**src/rtl/riscv_pkg.sv**
```systemverilog
// Shared types for the multi-cycle RISC-V control path: sequencer states, trap causes
// and a helper that sizes the bus wait timer.
package riscv_pkg;

  typedef enum logic [2:0] {
    ST_FETCH   = 3'd0,
    ST_DECODE  = 3'd1,
    ST_EXECUTE = 3'd2,
    ST_MEM     = 3'd3,
    ST_WB      = 3'd4,
    ST_TRAP    = 3'd5
  } seq_state_t;

  typedef enum logic [1:0] {
    TRAP_NONE         = 2'b00,
    TRAP_IMEM_TIMEOUT = 2'b01,
    TRAP_DMEM_TIMEOUT = 2'b10,
    TRAP_ILLEGAL      = 2'b11
  } trap_cause_t;

  localparam int unsigned TRAP_CAUSE_W = 2;

  // Counter width able to hold 0..timeout-1; a timeout of 0 still gets a 1-bit counter.
  function automatic int unsigned timer_width(input int unsigned timeout);
    return (timeout <= 2) ? 1 : $clog2(timeout);
  endfunction

endpackage

```
**src/rtl/wait_timer.sv**
```systemverilog
// Counts bus wait cycles (request held without ack) and flags the cycle on which
// the allowed wait budget is exhausted.
module wait_timer
  import riscv_pkg::*;
#(
  parameter int unsigned MEM_TIMEOUT = 16
) (
  input  logic clk,
  input  logic rst_n,
  input  logic clear,
  input  logic enable,
  output logic expire_c
);

  localparam int unsigned CNT_W    = timer_width(MEM_TIMEOUT);
  localparam int unsigned LAST_CNT = (MEM_TIMEOUT == 0) ? 0 : MEM_TIMEOUT - 1;

  logic [CNT_W-1:0] wait_cnt;

  always_ff @(posedge clk or negedge rst_n) begin
    if (!rst_n) begin
      wait_cnt <= '0;
    end else if (clear) begin
      wait_cnt <= '0;
    end else if (enable) begin
      wait_cnt <= wait_cnt + CNT_W'(1);
    end
  end

  // A zero budget never expires; the counter then just free-runs harmlessly.
  assign expire_c = (MEM_TIMEOUT != 0) && enable && (wait_cnt == CNT_W'(LAST_CNT));

endmodule

```
**src/rtl/multicycle_sequencer.sv**
```systemverilog
// Multi-cycle control FSM stepping the single-issue datapath through fetch, decode,
// execute, memory and write-back, with bus timeouts, illegal trap and a retire counter.
module multicycle_sequencer
  import riscv_pkg::*;
#(
  parameter int unsigned MEM_TIMEOUT = 16,
  parameter int unsigned RETIRE_W    = 32
) (
  input  logic                    clk,
  input  logic                    rst_n,
  input  logic                    imem_ack,
  input  logic                    dmem_ack,
  input  logic                    dec_illegal,
  input  logic                    dec_is_load,
  input  logic                    dec_is_store,
  input  logic                    dec_reg_write,
  output logic                    imem_req,
  output logic                    ir_load,
  output logic                    dmem_req,
  output logic                    dmem_we,
  output logic                    reg_file_we,
  output logic                    pc_write_en,
  output logic                    halted,
  output logic [TRAP_CAUSE_W-1:0] trap_cause,
  output logic [RETIRE_W-1:0]     retired_count
);

  seq_state_t  state_q, state_d;
  trap_cause_t cause_q, cause_d;
  logic        store_q, store_d;
  logic        armed_q;
  logic        timer_clear;
  logic        timer_enable;
  logic        timer_expire_c;

  // armed_q keeps the fetch request low while reset is asserted even though state is FETCH.
  always_ff @(posedge clk or negedge rst_n) begin
    if (!rst_n) begin
      state_q <= ST_FETCH;
      cause_q <= TRAP_NONE;
      store_q <= 1'b0;
      armed_q <= 1'b0;
    end else begin
      state_q <= state_d;
      cause_q <= cause_d;
      store_q <= store_d;
      armed_q <= 1'b1;
    end
  end

  always_comb begin
    state_d     = state_q;
    cause_d     = cause_q;
    store_d     = store_q;
    ir_load     = 1'b0;
    pc_write_en = 1'b0;

    case (state_q)
      ST_FETCH: begin
        if (armed_q) begin
          if (imem_ack) begin
            ir_load = 1'b1;
            state_d = ST_DECODE;
          end else if (timer_expire_c) begin
            state_d = ST_TRAP;
            cause_d = TRAP_IMEM_TIMEOUT;
          end
        end
      end
      ST_DECODE: begin
        if (dec_illegal) begin
          state_d = ST_TRAP;
          cause_d = TRAP_ILLEGAL;
        end else begin
          state_d = ST_EXECUTE;
        end
      end
      ST_EXECUTE: begin
        if (dec_is_load || dec_is_store) begin
          state_d = ST_MEM;
          store_d = dec_is_store;
        end else if (dec_reg_write) begin
          state_d = ST_WB;
        end else begin
          pc_write_en = 1'b1;
          state_d     = ST_FETCH;
        end
      end
      ST_MEM: begin
        // Ack on the final budget cycle still completes the access normally.
        if (dmem_ack) begin
          if (store_q) begin
            pc_write_en = 1'b1;
            state_d     = ST_FETCH;
          end else begin
            state_d = ST_WB;
          end
        end else if (timer_expire_c) begin
          state_d = ST_TRAP;
          cause_d = TRAP_DMEM_TIMEOUT;
        end
      end
      ST_WB: begin
        pc_write_en = 1'b1;
        state_d     = ST_FETCH;
      end
      ST_TRAP: begin
        state_d = ST_TRAP;
      end
      default: begin
        state_d = ST_TRAP;
      end
    endcase
  end

  assign imem_req    = armed_q && (state_q == ST_FETCH);
  assign dmem_req    = (state_q == ST_MEM);
  assign dmem_we     = (state_q == ST_MEM) && store_q;
  assign reg_file_we = (state_q == ST_WB);
  assign halted      = (state_q == ST_TRAP);
  assign trap_cause  = cause_q;

  assign timer_enable = (imem_req && !imem_ack) || (dmem_req && !dmem_ack);
  assign timer_clear  = (state_d != state_q) && ((state_d == ST_FETCH) || (state_d == ST_MEM));

  wait_timer #(
    .MEM_TIMEOUT(MEM_TIMEOUT)
  ) u_wait_timer (
    .clk     (clk),
    .rst_n   (rst_n),
    .clear   (timer_clear),
    .enable  (timer_enable),
    .expire_c(timer_expire_c)
  );

  // Every PC update is one retired instruction; wraps silently.
  always_ff @(posedge clk or negedge rst_n) begin
    if (!rst_n) begin
      retired_count <= '0;
    end else if (pc_write_en) begin
      retired_count <= retired_count + RETIRE_W'(1);
    end
  end

endmodule
```
**config.mk**
```make
export PLATFORM = sky130hd
export DESIGN_NAME = multicycle_sequencer
export DESIGN_NICKNAME = d
export VERILOG_FILES = /design/src/rtl/riscv_pkg.sv /design/src/rtl/wait_timer.sv /design/src/rtl/multicycle_sequencer.sv
export SDC_FILE = /design/constraint.sdc
export NUM_CORES = 1
export LEC_CHECK = 0
export BUFFER_PORTS_ARGS = -buffer_cell sky130_fd_sc_hd__buf_2
export CAP_MARGIN = 15
export CORE_UTILIZATION = 53
export CTS_BUF_LIST = sky130_fd_sc_hd__clkbuf_4
export DETAILED_ROUTE_END_ITERATION = 8
export PLACE_DENSITY = 0.78
export RECOVER_POWER = 50
export SYNTH_ARGS = -nofsm -noshare
export SYNTH_HDL_FRONTEND = slang
export SYNTH_SLANG_ARGS = --single-unit
```
**constraint.sdc**
```tcl
create_clock -name clk -period 2.5 [get_ports clk]
set_input_delay 0.125 -clock clk [delete_from_list [all_inputs] [get_ports clk]]
set_output_delay 0.125 -clock clk [all_outputs]
set_load 0.03 [all_outputs]
```
* Word level (Yosys, flattened, before mapping)
Cells that the tools add are included.
Word-level totals: register bits after elaboration 43, latch bits 0, bits in writable memories 0, ROM bits 0, input bits 8, output and inout port bits 41, word-level logic and storage cells 65, memories 0
Operators by class: add/sub/neg operators 2, multipliers 0, divide/modulo/power cells 0, order comparisons 0, eq/ne operators 14, shifts and indexed selects 0, multiplexer cells 26, bitwise operators 0, reduce and logical (&&, ||, !) cells 17
Operator list (count):
- 32-bit by 1-bit adder with 32-bit output (second input constant) | 1
- 3-bit 2-to-1 mux | 8
- 3-bit one-hot mux with 5 select lines | 1
- 2-bit 2-to-1 mux | 6
- 2-bit inequality test (second input constant) | 5
- 3-bit by 2-bit equality test with 1-bit output (second input constant) | 3
- 4-bit 2-to-1 mux | 2
- 1-bit 2-to-1 mux | 7
- 7-bit AND reduction | 1
- 3-bit equality test (second input constant) | 2
- 1-bit logical AND | 6
- 3-bit zero test | 2
- 2-bit one-hot mux with 3 select lines | 1
- 4-bit by 1-bit adder with 4-bit output (second input constant) | 1
- 4-bit equality test (second input constant) | 1
- 3-bit by 1-bit equality test with 1-bit output (second input constant) | 1
- 1-bit logical OR | 3
- 3-bit inequality test | 1
- 1-bit one-hot mux with 3 select lines | 1
- 3-bit nonzero test | 1
- 1-bit zero test | 2
- 2-bit by 1-bit inequality test with 1-bit output (second input constant) | 1
- 2-bit AND reduction | 1
- 2-bit nonzero test | 1

* Longest topological paths before layout
word-level depth 13, gate-level depth with buffers 8, gate-level depth less buffers 7

* Modules after synthesis
Synthesis repeated with hierarchy kept, for this count alone.
Second synthesis, totals: cell total of the unflattened synthesis 216, area total of the unflattened synthesis 2237.1 um^2
By module, submodules not included:
- multicycle_sequencer | times used 1, cells each 198, area each 2009.4 um^2, seq. area each 975.9 um^2
- wait_timer | times used 1, cells each 18, area each 227.7 um^2, seq. area each 100.1 um^2

* Worst setup path before layout
Ideal clock, no wire load.
path type register to register, from reg state_q[2], to reg retired_count[17], library setup time 135 ps, data arrival time 1899 ps, data required time 2365 ps, slack 466 ps, stages on the path, launching flop included 9, buffers on the path 1, period minus slack after synthesis 2034 ps, cells stage by stage dfrtp_1 -> buf_6 -> nor2b_4 -> nand2_1 -> inv_2 -> a32o_2 -> o2111ai_4 -> or4_1 -> xnor2_1
On the way: longest elaborated chain between the ends 2, elaborated cells between the ends (all ways) 4, those cells by class eq/ne: 3; mux: 1
RTL lines:
- start, declared | line multicycle_sequencer.sv:28 | seq_state_t state_q, state_d;
- start signal, assigned | line multicycle_sequencer.sv:44 | state_q <= state_d;
- 3-bit by 2-bit equality test with 1-bit output
- via dmem_req | line multicycle_sequencer.sv:19 | output logic dmem_req,
- 1-bit one-hot mux with 3 select lines | line multicycle_sequencer.sv:58 | case (state_q)
- end signal, assigned | line multicycle_sequencer.sv:141 | retired_count <= retired_count + RETIRE_W'(1);
- end, declared | line multicycle_sequencer.sv:25 | output logic [RETIRE_W-1:0] retired_count
The timed path passes the listed nets, and every way through them passes these cells. A chain may end at the register's enable or synchronous reset.

* Worst setup path after layout
from reg state_q[1], to out pc_write_en
On the way: longest elaborated chain between the ends 2, elaborated cells between the ends (all ways) 4, those cells by class eq/ne: 3; mux: 1
RTL lines:
- 3-bit equality test / 3-bit by 2-bit equality test with 1-bit output (equally long branches) | line multicycle_sequencer.sv:58
- 1-bit one-hot mux with 3 select lines * | line multicycle_sequencer.sv:58
- end, declared | line multicycle_sequencer.sv:22 | output logic pc_write_en,
Every way passes the cells marked *; elsewhere a longest branch is shown, timed or not.

==> results by stage <==
Clocking:
- The clock slew at the register clock pins of the worst setup and hold paths is 0.12 ns.
- Clock latency on the worst-skew pair, taken at its later pin, is 0.34 ns.
- The CTS tree is yes.
- Counting every sink on the clock net gives 43.
- In this run the post-CTS setup repair buffer count came out at 0.
- The number of buffers created by CTS is 5.
- The clock tree synthesis step divided the H-tree into 2 levels.
- The clock passes through at most 2 buffers.
- The buffer cell driving the clock tree root is clkbuf_4.

Drt:
- In the routed layout, each cell is associated on average with a via count of 5.76.
- The detail-routed net length per standard cell is 14.8 um.
- Summed over all layers, the routed wires come to 4.60 mm.
- The number of nets with antenna violations after routing is 0.
- For this block, the initial DRC count from the detailed router was 115.
- The detailed-routing iteration count for the pre-antenna-repair pass is 4.
- The number of vias in the routed layout is 1,787.
- The post-route DRC violation count is 0.

Yosys:
- In the synthesized netlist the dominant register cell turns out to be dfrtp_1.
- The cell count after synthesis came out at 209.
- Of all flip-flops after synthesis, the portion carrying an async set or reset was 1.00.
- The share of Yosys cell area claimed by the top area cell type is 0.492.
- The combined area of all synthesized cells is around 2200 sq um.
- The number of synthesized flops with an enable pin is 0.
- The most common cell in the synthesized netlist is dfrtp_1.
- The share of the yosys chip area belonging to registers is 0.492.
- During synthesis, Yosys emitted a total of 0 warnings.
- The synthesized net count is 219.
- Sorting the synthesized cells by how often they occur yields dfrtp_1 (43), xnor2_1 (20), nand2_1 (18).
- In the post-synthesis netlist, the biggest area contributors are dfrtp_1 (49%), xnor2_1 (8.0%), xor2_1 (5.6%), nand4_1 (4.6%), nand2_1 (3.1%).
- The synthesized design contains between 40 and 50 register bits.
- The most area-hungry cell type in the Yosys netlist is dfrtp_1.
- Counting distinct cell types in the post-synthesis netlist gives 46.
- The mean area per synthesized cell is roughly 10 sq um.

STA:
- The final-layout worst hold slack is 0.0705 ns.
- Adding up every negative setup slack in the final design gives 0 ns.
- The actual slew at the worst max-slew pin is 1.03 ns.
- Setup repair after global routing left no endpoint under its margin.
- The final-report hold violation count is 0.
- Setup slack on the critical path of the routed design comes to 0.270 ns.
- For this run, the top clock speed supported by timing is around 0.45 GHz.
- The worst clock skew on the final layout is 0.0104 ns.
- Setup violations remaining at the end of the flow were counted as 0.
- The number of pins exceeding their max-slew limit in the final report is 0.
- The final critical-path share of the clock period is 0.892.
- After layout, the minimum clock period comes to 2.23 ns.
- The worst slew margin relative to its limit is 0.311.

Global route:
- The number of antenna violations at the first check in global routing is 0.
- Entering global routing, the biggest net connects 44 pins.
- Across every metal layer, demand over resource in global routing totals 0.233.
- The first global-routing pass estimated about 7.6 mm of wire.
- The total grt overflow is 0.
- The number of global-route vias before repair is 1,680.

Placed design:
- Before CTS, the worst setup slack after placement is 0.357 ns.
- The cell area after placement is 2480 sq um.
- The count of port buffers added during placement is 48.
- The post-placement cell count is 303.
- At the end of routability-driven placement, the weighted congestion stood at roughly 0.9.
- The half-perimeter wire length after placement is between 3 and 4 mm.

Power and ir drop:
- The power per unit of standard cell area is 781 nW/um^2.
- The worst vdd rail ir drop is 0.486 mV.
- For this design the static power due to leakage is 1.14 nW.

Layout:
- The area of combinational cells with multiple inputs is roughly 1100 sq um.
- The count of fill cells added during filler insertion is about 340.
- The number of antenna diodes in the final layout is 0.
- The area used by sequential logic in the layout is 1080 sq um.
- Once layout is complete, the cells apart from fillers number 310.
- With fillers left out, the area of the finished cells amounts to 2500 sq um.
- In the final layout, the share of cells above drive strength 1 is 0.153.
- The net count of the finished layout is 273.
- The area growth from synthesis to layout is 14.2%.

Critical path:
- The worst setup path is captured at a primary output.
- On the worst path, the slowest cell contributes a delay of 0.51 ns.
- Among the stages of the critical path, the cell type that occurs most often is nand2_1.
- The worst path arrival time is around 2.1 ns.
- The worst register-to-register path ends at retired_count[17]$_DFFE_PN0P_.
- The origin of the critical flop-to-flop path is state_q[1]$_DFF_PN0_.
- STA puts the critical path data required time at about 2.4 ns.
- Together, buffers and inverters on the worst path number 2.
- The worst-case reg-to-reg path depth is 7.
- The slowest cell on the critical path is dfrtp_1.
- In this design, the largest share of critical-path delay is due to simple AND/OR/NAND/NOR gates.
- The signal on the critical path passes through nor2b_4, nand2_1, inv_2, a32oi_1, nand2_1, buf_2.
- The setup check on the worst reg-to-reg path leaves a slack of 0.33 ns.
- In this run the worst path has a maximum fanout of 13.
- The category of the worst setup path launch point is a register.
- The classification of the worst setup path is reg -> out.

Floorplan:
- The area of the placeable core is 3800 sq um.
- The effective utilization at floorplan is 0.576.
- In this run the count of I/O pins placed on the die edge is between 40 and 50.
- The overall die width is 66.2 um.
- The floorplan step defined a die boundary enclosing ~4400 sq um.
- The die is around 66 um tall.
- The initialized floorplan defines 22 standard-cell rows.

Job:
- The total of max-cap violations is 0.

Worst hold path:
- The number of cells on the worst hold path is 3.
- For hold timing, the worst endpoint is state_q[0]$_DFF_PN0_.
- The startpoint of the tightest hold check path is imem_ack.
- The kind of path behind the tightest hold check is in -> reg.

Status:
- The flow ran to the end, and the final reports show no timing, DRC or antenna violations.
final cells by class:
| type | instances | area share |
|---|---|---|
| Clock buffer | 5 | 0.0150 |
| Clock inverter | 1 | 0.00300 |
| Inverter | 6 | 0.00901 |
| Sequential cell | 43 | 0.431 |
| Multi-Input combinational cell | 154 | 0.421 |
| Timing Repair Buffer | 53 | 0.0971 |
| Tap cell | 48 | 0.0240 |
cell usage in the layout, fill, tap and decap left out, types with 3 or more instances in the layout:
cell,netlist,layout
and2_1,3,3
and3_1,7,7
buf_2,1,17
buf_4,0,4
clkbuf_1,2,30
clkbuf_4,1,5
dfrtp_1,43,43
inv_1,5,5
mux2_2,4,4
nand2_1,18,18
nand3_1,10,10
nand4_1,16,16
nor2_1,11,11
nor3_1,12,12
o21ai_0,5,5
xnor2_1,20,20
xor2_1,14,14
per-stage QoR:
stage	utilization	power, W
after floorplan	-	0.00147
after global placement	0.653	0.00164
after detailed placement	0.653	0.00166
after CTS	0.668	0.00197
after global routing	0.658	0.00207
final	0.658	0.00195
tightest hold or removal path: stages:
cell and delay (ns):
buf_2 0.10, o21ai_0 0.08, nand3_1 0.08
flip-flops by register name, indices dropped and copies added, names as in the netlist:
signal,count
retired_count,32
u_wait_timer.wait_cnt,4
state_q,3
trap_cause,2
armed_q,1
store_q,1
routing by layer:
metal,global-route usage,routed length [um],up-vias
met5,0,0,-
met2,0.372,2120,66
met3,0.0517,246,4
met1,0.317,2190,861
li1,-,-,856
met4,0.0638,36,0
kinds of logic after synthesis:
family | count (synthesis) | synth area share
AND/OR/NAND/NOR | 92 | 0.232
flip-flops | 43 | 0.492
multiplexers | 5 | 0.0252
AO/OA/AOI/OAI | 20 | 0.0749
other | 1 | 0.00171
adder cells (fa/ha/maj) | 2 | 0.0114
buffers and inverters | 12 | 0.0269
XOR/XNOR | 34 | 0.136
power by group:
part	leakage (nW)	internal, W	switching, W
combinational	0.566	0.000245	0.000438
sequential	0.555	0.000796	0.000162
clock	0.0232	0.0000993	0.000211
worst max-delay path by stage:
stage	startpoint	end	slack (ns)	cells past startpoint
3_5_place_dp	state_q[1]$_DFF_PN0_	retired_count[17]$_DFFE_PN0P_	0.36	7
3_3_place_gp	state_q[1]$_DFF_PN0_	retired_count[17]$_DFFE_PN0P_	0.40	7
6_report	state_q[1]$_DFF_PN0_	pc_write_en	0.27	6
5_1_grt	state_q[1]$_DFF_PN0_	pc_write_en	0.1	6
2_1_floorplan	state_q[2]$_DFF_PN0_	retired_count[17]$_DFFE_PN0P_	0.47	8
4_1_cts	state_q[1]$_DFF_PN0_	pc_write_en	0.27	6
what timing repair did:
item / CTS / global route
resized for setup: 0 / 0
hold buffers: 1 / 0
setup endpoints to repair: 0 / 0
hold endpoints to repair: 43 / 0
(Power assumes the default switching activity.)
